==> config.mk <==
export PLATFORM = sky130hd
export DESIGN_NAME = ccff_chain_loader
export DESIGN_NICKNAME = d
export VERILOG_FILES = /design/src/rtl/ccff_chain_loader.sv
export SDC_FILE = /design/constraint.sdc
export NUM_CORES = 1
export LEC_CHECK = 0
export ABC_AREA = 1
export CAP_MARGIN = 20
export CELL_PAD_IN_SITES_DETAIL_PLACEMENT = 1
export CELL_PAD_IN_SITES_GLOBAL_PLACEMENT = 2
export CORE_MARGIN = 2
export CORE_UTILIZATION = 27
export CTS_CLUSTER_DIAMETER = 80
export CTS_CLUSTER_SIZE = 24
export DETAILED_ROUTE_END_ITERATION = 7
export HOLD_SLACK_MARGIN = 0.08
export PLACE_DENSITY = 0.77
export RECOVER_POWER = 50
export SLEW_MARGIN = 20
export SYNTH_ARGS = -nofsm -noshare
export SYNTH_HDL_FRONTEND = slang
export SYNTH_SLANG_ARGS = --single-unit
export TNS_END_PERCENT = 50
==> constraint.sdc <==
create_clock -name clk -period 1.5 [get_ports clk]
set_input_delay 0.225 -clock clk [delete_from_list [all_inputs] [get_ports clk]]
set_output_delay 0.225 -clock clk [all_outputs]
set_load 0.02 [all_outputs]
==> src/rtl/ccff_chain_loader.sv <==
// Serialises a valid/ready stream of bitstream words into one tile's ccff chain.
// Optional readback parity check is compiled in with CCFF_CHAIN_LOADER_VERIFY_EN.
module ccff_chain_loader #(
    parameter int CHAIN_LEN = 64,
    parameter int WORD_W    = 8,
    parameter int CNT_W     = 16
) (
    input  logic              clk,
    input  logic              reset,
    input  logic              start,
    input  logic [WORD_W-1:0] cfg_word,
    input  logic              cfg_valid,
    output logic              cfg_ready,
    output logic              ccff_head,
    input  logic              ccff_tail,
    output logic              prog_en,
    output logic              busy,
    output logic              done,
    output logic              verify_err
);

    localparam int WB_W = (WORD_W > 1) ? $clog2(WORD_W) : 1;
    localparam logic [CNT_W-1:0] LAST_BIT  = CNT_W'(CHAIN_LEN - 1);
    localparam logic [WB_W-1:0]  LAST_WBIT = WB_W'(WORD_W - 1);

    typedef enum logic [2:0] {
        IDLE,
        FETCH,
        SHIFT,
`ifdef CCFF_CHAIN_LOADER_VERIFY_EN
        VERIFY,
`endif
        DONE
    } state_t;

    state_t            state_q;
    logic              cfg_ready_q;
    logic              prog_en_q;
    logic              head_q;
    logic              busy_q;
    logic              done_q;
    logic [WORD_W-1:0] sreg_q;
    logic [WB_W-1:0]   word_bit_q;
    logic [CNT_W-1:0]  bit_cnt_q;
`ifdef CCFF_CHAIN_LOADER_VERIFY_EN
    logic              load_par_q;
    logic              rb_par_q;
    logic              verr_q;
`endif

    // head_q always holds the bit being driven this cycle; sreg_q holds the
    // not-yet-driven remainder of the current word.
    always_ff @(posedge clk) begin
        if (reset) begin
            state_q     <= IDLE;
            cfg_ready_q <= 1'b0;
            prog_en_q   <= 1'b0;
            head_q      <= 1'b0;
            busy_q      <= 1'b0;
            done_q      <= 1'b0;
            sreg_q      <= '0;
            word_bit_q  <= '0;
            bit_cnt_q   <= '0;
`ifdef CCFF_CHAIN_LOADER_VERIFY_EN
            load_par_q  <= 1'b0;
            rb_par_q    <= 1'b0;
            verr_q      <= 1'b0;
`endif
        end else begin
            case (state_q)
                IDLE, DONE: begin
                    if (start) begin
                        state_q     <= FETCH;
                        cfg_ready_q <= 1'b1;
                        busy_q      <= 1'b1;
                        done_q      <= 1'b0;
                        bit_cnt_q   <= '0;
`ifdef CCFF_CHAIN_LOADER_VERIFY_EN
                        load_par_q  <= 1'b0;
                        rb_par_q    <= 1'b0;
                        verr_q      <= 1'b0;
`endif
                    end
                end
                FETCH: begin
                    if (cfg_valid) begin
                        state_q     <= SHIFT;
                        cfg_ready_q <= 1'b0;
                        prog_en_q   <= 1'b1;
                        head_q      <= cfg_word[0];
                        sreg_q      <= cfg_word >> 1;
                        word_bit_q  <= '0;
                    end
                end
                SHIFT: begin
                    bit_cnt_q  <= bit_cnt_q + 1'b1;
                    word_bit_q <= word_bit_q + 1'b1;
`ifdef CCFF_CHAIN_LOADER_VERIFY_EN
                    load_par_q <= load_par_q ^ head_q;
`endif
                    if (bit_cnt_q == LAST_BIT) begin
`ifdef CCFF_CHAIN_LOADER_VERIFY_EN
                        state_q   <= VERIFY;
                        bit_cnt_q <= '0;
                        head_q    <= ccff_tail;
                        rb_par_q  <= 1'b0;
`else
                        state_q   <= DONE;
                        prog_en_q <= 1'b0;
                        busy_q    <= 1'b0;
                        done_q    <= 1'b1;
`endif
                    end else if (word_bit_q == LAST_WBIT) begin
                        state_q     <= FETCH;
                        prog_en_q   <= 1'b0;
                        cfg_ready_q <= 1'b1;
                    end else begin
                        head_q <= sreg_q[0];
                        sreg_q <= sreg_q >> 1;
                    end
                end
`ifdef CCFF_CHAIN_LOADER_VERIFY_EN
                // The tail is fed back through head_q, so the head lags the tail by
                // one cycle; every original chain bit still reaches the tail exactly once.
                VERIFY: begin
                    bit_cnt_q <= bit_cnt_q + 1'b1;
                    head_q    <= ccff_tail;
                    rb_par_q  <= rb_par_q ^ ccff_tail;
                    if (bit_cnt_q == LAST_BIT) begin
                        state_q   <= DONE;
                        prog_en_q <= 1'b0;
                        busy_q    <= 1'b0;
                        done_q    <= 1'b1;
                        verr_q    <= (rb_par_q ^ ccff_tail) != load_par_q;
                    end
                end
`endif
                default: begin
                    state_q <= IDLE;
                end
            endcase
        end
    end

    assign cfg_ready = cfg_ready_q;
    assign prog_en   = prog_en_q;
    assign ccff_head = head_q;
    assign busy      = busy_q;
    assign done      = done_q;

`ifdef CCFF_CHAIN_LOADER_VERIFY_EN
    assign verify_err = verr_q;
`else
    logic unused_tail;
    assign unused_tail = ccff_tail;
    assign verify_err  = 1'b0;
`endif

endmodule

======== After elaboration in Yosys (flattened, before gate mapping) ========
Index checks and enable logic that the tools add are counted.
W data, S select, Z words.
storage, ports and cells
  flip-flop bits (word level) ............. 35
operators by class
  reductions and logical operators ........ 12
  equality and inequality tests ........... 12
  multiplexer cells ....................... 31
  add/subtract/negate cells ............... 2
operators with widths
  operator                 number
  $pmux W16 S2             1
  $mux W8                  3
  $add A16 B1 Y16 const B  1
  $eq A16 B6 Y1 const B    1
  $mux W16                 1
  $pmux W8 S2              1
  $mux W3                  5
  $mux W1                  13
  $ne A2 B2 Y1 const B     6
  $pmux W3 S3              1
  $reduce_and A3 Y1        3
  $pmux W1 S2              4
  $eq A3 B2 Y1 const B     2
  $pmux W3 S2              1
  $reduce_and A5 Y1        1
  $reduce_and A2 Y1        2
  $reduce_and A4 Y1        1
  $reduce_bool A2 Y1       2
  $add A3 B1 Y3 const B    1
  $eq A3 B1 Y1 const B     1
  $eq A3 B3 Y1 const B     1
  $logic_not A3 Y1         1
  $ne A3 B3 Y1 const B     1
  $pmux W1 S3              1
  other kinds (2)          2

======== Logic depth before layout (Yosys ltp) ========
  depth after elaboration ................. 4
  mapped depth ............................ 12

======== Least setup slack after synthesis ========
Ideal clock, no wire load.
  kind .................................... register -> register
  from .................................... reg state_q[0]
  to ...................................... reg bit_cnt_q[9]
  data arrival time ....................... 1385 ps
  path slack .............................. 6 ps
  data required time ...................... 1391 ps
  library setup time ...................... 109 ps
  stages on the path, launching flop included .. 13
  path buffers ............................ 0
  cells stage by stage .................... dfxtp_1 > inv_1 > ha_1 > inv_1 > nand2_1 > nand2_4 > nand2_1 > nor2_4 > nand2_1 > nand2_1 > o21ai_1 > nand2_1 > inv_1
between the ends
  longest elaborated chain between the ends .. 4
ends and longest elaborated chain
  what                                                                 line  text
  start, declared                                                      36    state_t state_q;
  start signal, assigned                                               55    state_q <= IDLE;
  start signal, assigned                                               73    state_q <= FETCH;
  start signal, assigned                                               87    state_q <= SHIFT;
  $eq A3 B2 Y1 / $logic_not A3 Y1 (equally long branches)              70    case (state_q)
  $reduce_or A2 Y1                                                     70
  $ne A2 B2 Y1 (no line) / $reduce_bool A2 Y1 (equally long branches)  -
  $reduce_and A2 Y1 (no line)                                          -
  end signal, assigned                                                 96    bit_cnt_q <= bit_cnt_q + 1'b1;
  end, declared                                                        44    logic [CNT_W-1:0] bit_cnt_q;
Parallel ways exist; a longest one is shown, timed or not.
A chain may end at the register's enable or synchronous reset.

======== Final worst setup path ========
  from .................................... reg state_q[0]
  to ...................................... reg bit_cnt_q[12]
The elaborated chain is that of the path after synthesis.

==> impl_metrics.py <==
metrics = {
    "setup_path": {
        "critPathCaptureType": "flip-flop",
        "crit_path_start_kind": "flip-flop",
        "crit_path_start": "state_q[0]$_SDFFE_PP0P_",
        "required_ns": 1.68,
        "r2r_slack_ns": 0.04,
        "rr_startpoint": "state_q[0]$_SDFFE_PP0P_",
        "arrival_ns": 1.64,
        "critPathTopFamily": "simple AND/OR/NAND/NOR gates",
        "crit_buf_inv": 2,
        "crit_type": "flip-flop to flip-flop",
        "path_common_cell": "nand2_1",
        "crit_chain": "inv_2, ha_4, nand2_4, nand2_8, nand2_1, nor3_2, buf_4, nand3_1, nand2_1, nor2_1",
        "max_stage_delay_ns": 0.34,
        "critPathMaxFanout": 6,
        "crit_slowest_cell": "dfxtp_2",
    },
    "final_layout": {
        "multi_input_area_sq_um": 1017,
        "syn2layout_area_growth_pct": 39.68,
        "fin_nets": 305,
        "antennaDiodeCount": 0,
        "layout-drive-gt1-share_pct": 24.74,
        "num-fill-cells": 751,
        "fin_util_pct": 38.99,
        "register_area_sq_um": 665.6,
    },
    "sta": {
        "layout_min_cycle_time_ns": 1.463,
        "maxSlewViolCount": 0,
        "hold_violations": 0,
        "worst_slack_ns": 0.03735,
        "final-setup-viol-count": 0,
        "fin_skew_ns": 0.004282,
        "fin_crit_sh_pct": 97.51,
        "setup_tns_ns": 0,
        "rsz0062_at_grt": "yes",
        "clock.fmax_ghz": 0.6837,
    },
    "clocking": {
        "cts_buffer_depth": 2,
        "clk_pin_slew_ns": 0.07,
        "cts_tree": "yes",
        "cts_buffers": 5,
        "cts_num_sinks": 33,
        "htreeDepth": 2,
        "clk_latency_ns": 0.29,
        "clock-root-buffer": "clkbuf_8",
    },
    "logic_synthesis": {
        "synthCells": 244,
        "synth_warnings": 0,
        "synth_adder_area_share_pct": 3.808,
        "synth_cell_type_count": 27,
        "synthSimpleGateAreaFrac_pct": 34.50,
        "synth_fp_nets": 262,
        "syn_area_sq_um": 1643,
        "synth-compound-area-share_pct": 13.79,
        "seq_area_frac_synth_pct": 40.21,
        "synth-seq-cells": 33,
        "synthMuxAreaShare_pct": 0,
        "yosys.area_share.xor_xnor_pct": 0,
        "avgSynthCellArea_sq_um": 6.733,
        "synth_top_family_by_area": "simple AND/OR/NAND/NOR gates",
    },
    "die": {
        "rows": 28,
        "die_h_microns": 82.01,
        "core_area_sq_um": 5886,
        "io_pins": 19,
        "start_util_pct": 27.91,
        "chipWidth_microns": 82.01,
        "die-area_sq_um": 6725,
    },
    "grt": {
        "grt_pass1_vias": 1707,
        "grt_max_degree": 13,
        "grt_antenna_before_repair": 0,
        "grt_usage_pct": 14.87,
        "grt_pass1_wl_mm": 7.638,
        "grt_overflow": 0,
    },
    "place": {
        "post-place-ws_ns": -0.1452,
        "finalWeightedCongestion": 0.7344,
        "detailed_place_hpwl_mm": 3.228,
        "io_buffers": 16,
    },
    "detailed_routing": {
        "avgViaCountPerCell": 4.577,
        "firstDrtPassIters": 2,
        "vias": 1657,
        "drtIter0Drc": 31,
        "drcViolationCount": 0,
        "wirelength_mm": 4.425,
        "ant_nets": 0,
        "wl_per_cell_microns": 12.22,
    },
    "outcome": {
        "status": "finished, final reports clean",
    },
    "power": {
        "ir_worst_vdd_mv": 0.6052,
        "p_leak_nw": 0.9478,
        "power_density_nw_per_um2": 1533,
    },
    "min_path": {
        "hp-class": "flip-flop to flip-flop",
        "hold_start": "cfg_ready$_SDFFE_PP0P_",
    },
    "flow_run": {
        "maxCapViolations": 0,
    },
}
[layout by cell type (no fill, tap or decap), types with 2 or more instances in the layout]
cell type	instances
nor3_2	2
o21ai_1	10
inv_1	19
a21oi_1	18
nor2_4	4
dfxtp_2	4
clkbuf_8	6
a21oi_2	2
nand2_1	60
nand3_1	10
buf_4	23
nand4_1	3
and3_1	2
nand2_2	6
dfxtp_1	29
clkbuf_1	3
nand2_4	6
ha_4	2
nor3_1	3
nor2_1	31
o21bai_1	2
nor2_2	2
o21ai_0	6
clkdlybuf4s50_1	14
ha_1	2
inv_2	3
[final timing paths]
path,to,cells after the start
max,bit_cnt_q[12]$_SDFFE_PP0P_,10
min,cfg_ready$_SDFFE_PP0P_,2
max reg2reg,bit_cnt_q[12]$_SDFFE_PP0P_,10
min reg2reg,cfg_ready$_SDFFE_PP0P_,2
[through the flow]
stage | power, W | hold slack (ns) | std cells | cell area, sq um
global route | 0.003819 | 0.4785 | 362 | 2295
global placement | 0.002467 | 0.4500 | 352 | 2033
finish | 0.003517 | 0.4647 | 362 | 2295
floorplan | 0.001982 | 0.3903 | 244 | 1643
detailed placement | 0.002496 | 0.4567 | 352 | 2033
CTS | 0.003357 | 0.4674 | 360 | 2177
[cells in the mapped netlist]
library cell | instances | area [sq um]
a211oi_1 | 1 | 7.510
a21oi_1 | 21 | 105.1
a31oi_1 | 1 | 6.260
and3_1 | 2 | 12.51
buf_2 | 2 | 10.01
buf_4 | 2 | 15.01
clkbuf_1 | 1 | 3.750
conb_1 | 1 | 3.750
dfxtp_1 | 33 | 660.6
ha_1 | 5 | 62.56
inv_1 | 23 | 86.33
inv_2 | 2 | 7.510
nand2_1 | 69 | 259.0
nand2_2 | 2 | 12.51
nand2_4 | 1 | 11.26
nand3_1 | 12 | 60.06
nand4_1 | 3 | 18.77
nor2_1 | 34 | 127.6
nor2_2 | 1 | 6.260
nor2_4 | 2 | 22.52
nor3_1 | 4 | 20.02
nor3_2 | 1 | 10.01
o21a_1 | 1 | 7.510
o21ai_0 | 16 | 80.08
o21ai_1 | 1 | 5.000
o21bai_1 | 2 | 15.01
or2_2 | 1 | 6.260
[timing repair]
item / CTS / global route
resized for setup: 25 / 36
setup buffers: 0 / 1
hold buffers: 0 / 0
pin swaps: 5 / 16
endpoints found under the hold margin: 0 / 0
cloned: 1 / 1
setup endpoints to repair: 22 / 30
[cell families (layout without fill, tap and decap cells)]
kind of cell,after synthesis,after routing
flops,33,33
other cells,1,1
buf+inv,30,72
simple gates,132,133
compound gates,43,43
fa+ha+maj,5,5
[flip-flops by register name, indices dropped and copies added (netlist names)]
name        cells
bit_cnt_q      16
busy            1
ccff_head       1
cfg_ready       1
done            1
prog_en         1
sreg_q          7
state_q         2
word_bit_q      3
[where the power goes]
part	total, W	switching [W]	internal [W]
combinational	0.00168	0.00100	0.000683
clock	0.000701	0.000336	0.000364
sequential	0.00113	0.0000873	0.00104
total	0.00352	0.00143	0.00209
[area by class of cell]
cell class	count	share of cell area, %
sequential	33	29.01
timing repair buffer	39	13.96
multi-input combinational	182	44.33
inverter	25	4.635
tap	75	4.089
clock buffer	7	3.762
timing repair inverter	1	0.2181
[worst register-to-register path, stage by stage (launching register included)]
cell	delay [ns]
dfxtp_2	0.34
inv_2	0.04
ha_4	0.28
nand2_4	0.06
nand2_8	0.10
nand2_1	0.08
nor3_2	0.13
buf_4	0.14
nand3_1	0.06
nand2_1	0.08
nor2_1	0.04
[metal layers]
| layer | global-route usage [%] | share of wire (%) |
|---|---|---|
| met1 | 17.41 | 48 |
| met4 | 4.500 | 1.2 |
| met5 | 0 | 0 |
| met2 | 26.59 | 48 |
| met3 | 3.626 | 2.7 |
Power figures use the tool's default switching activity.
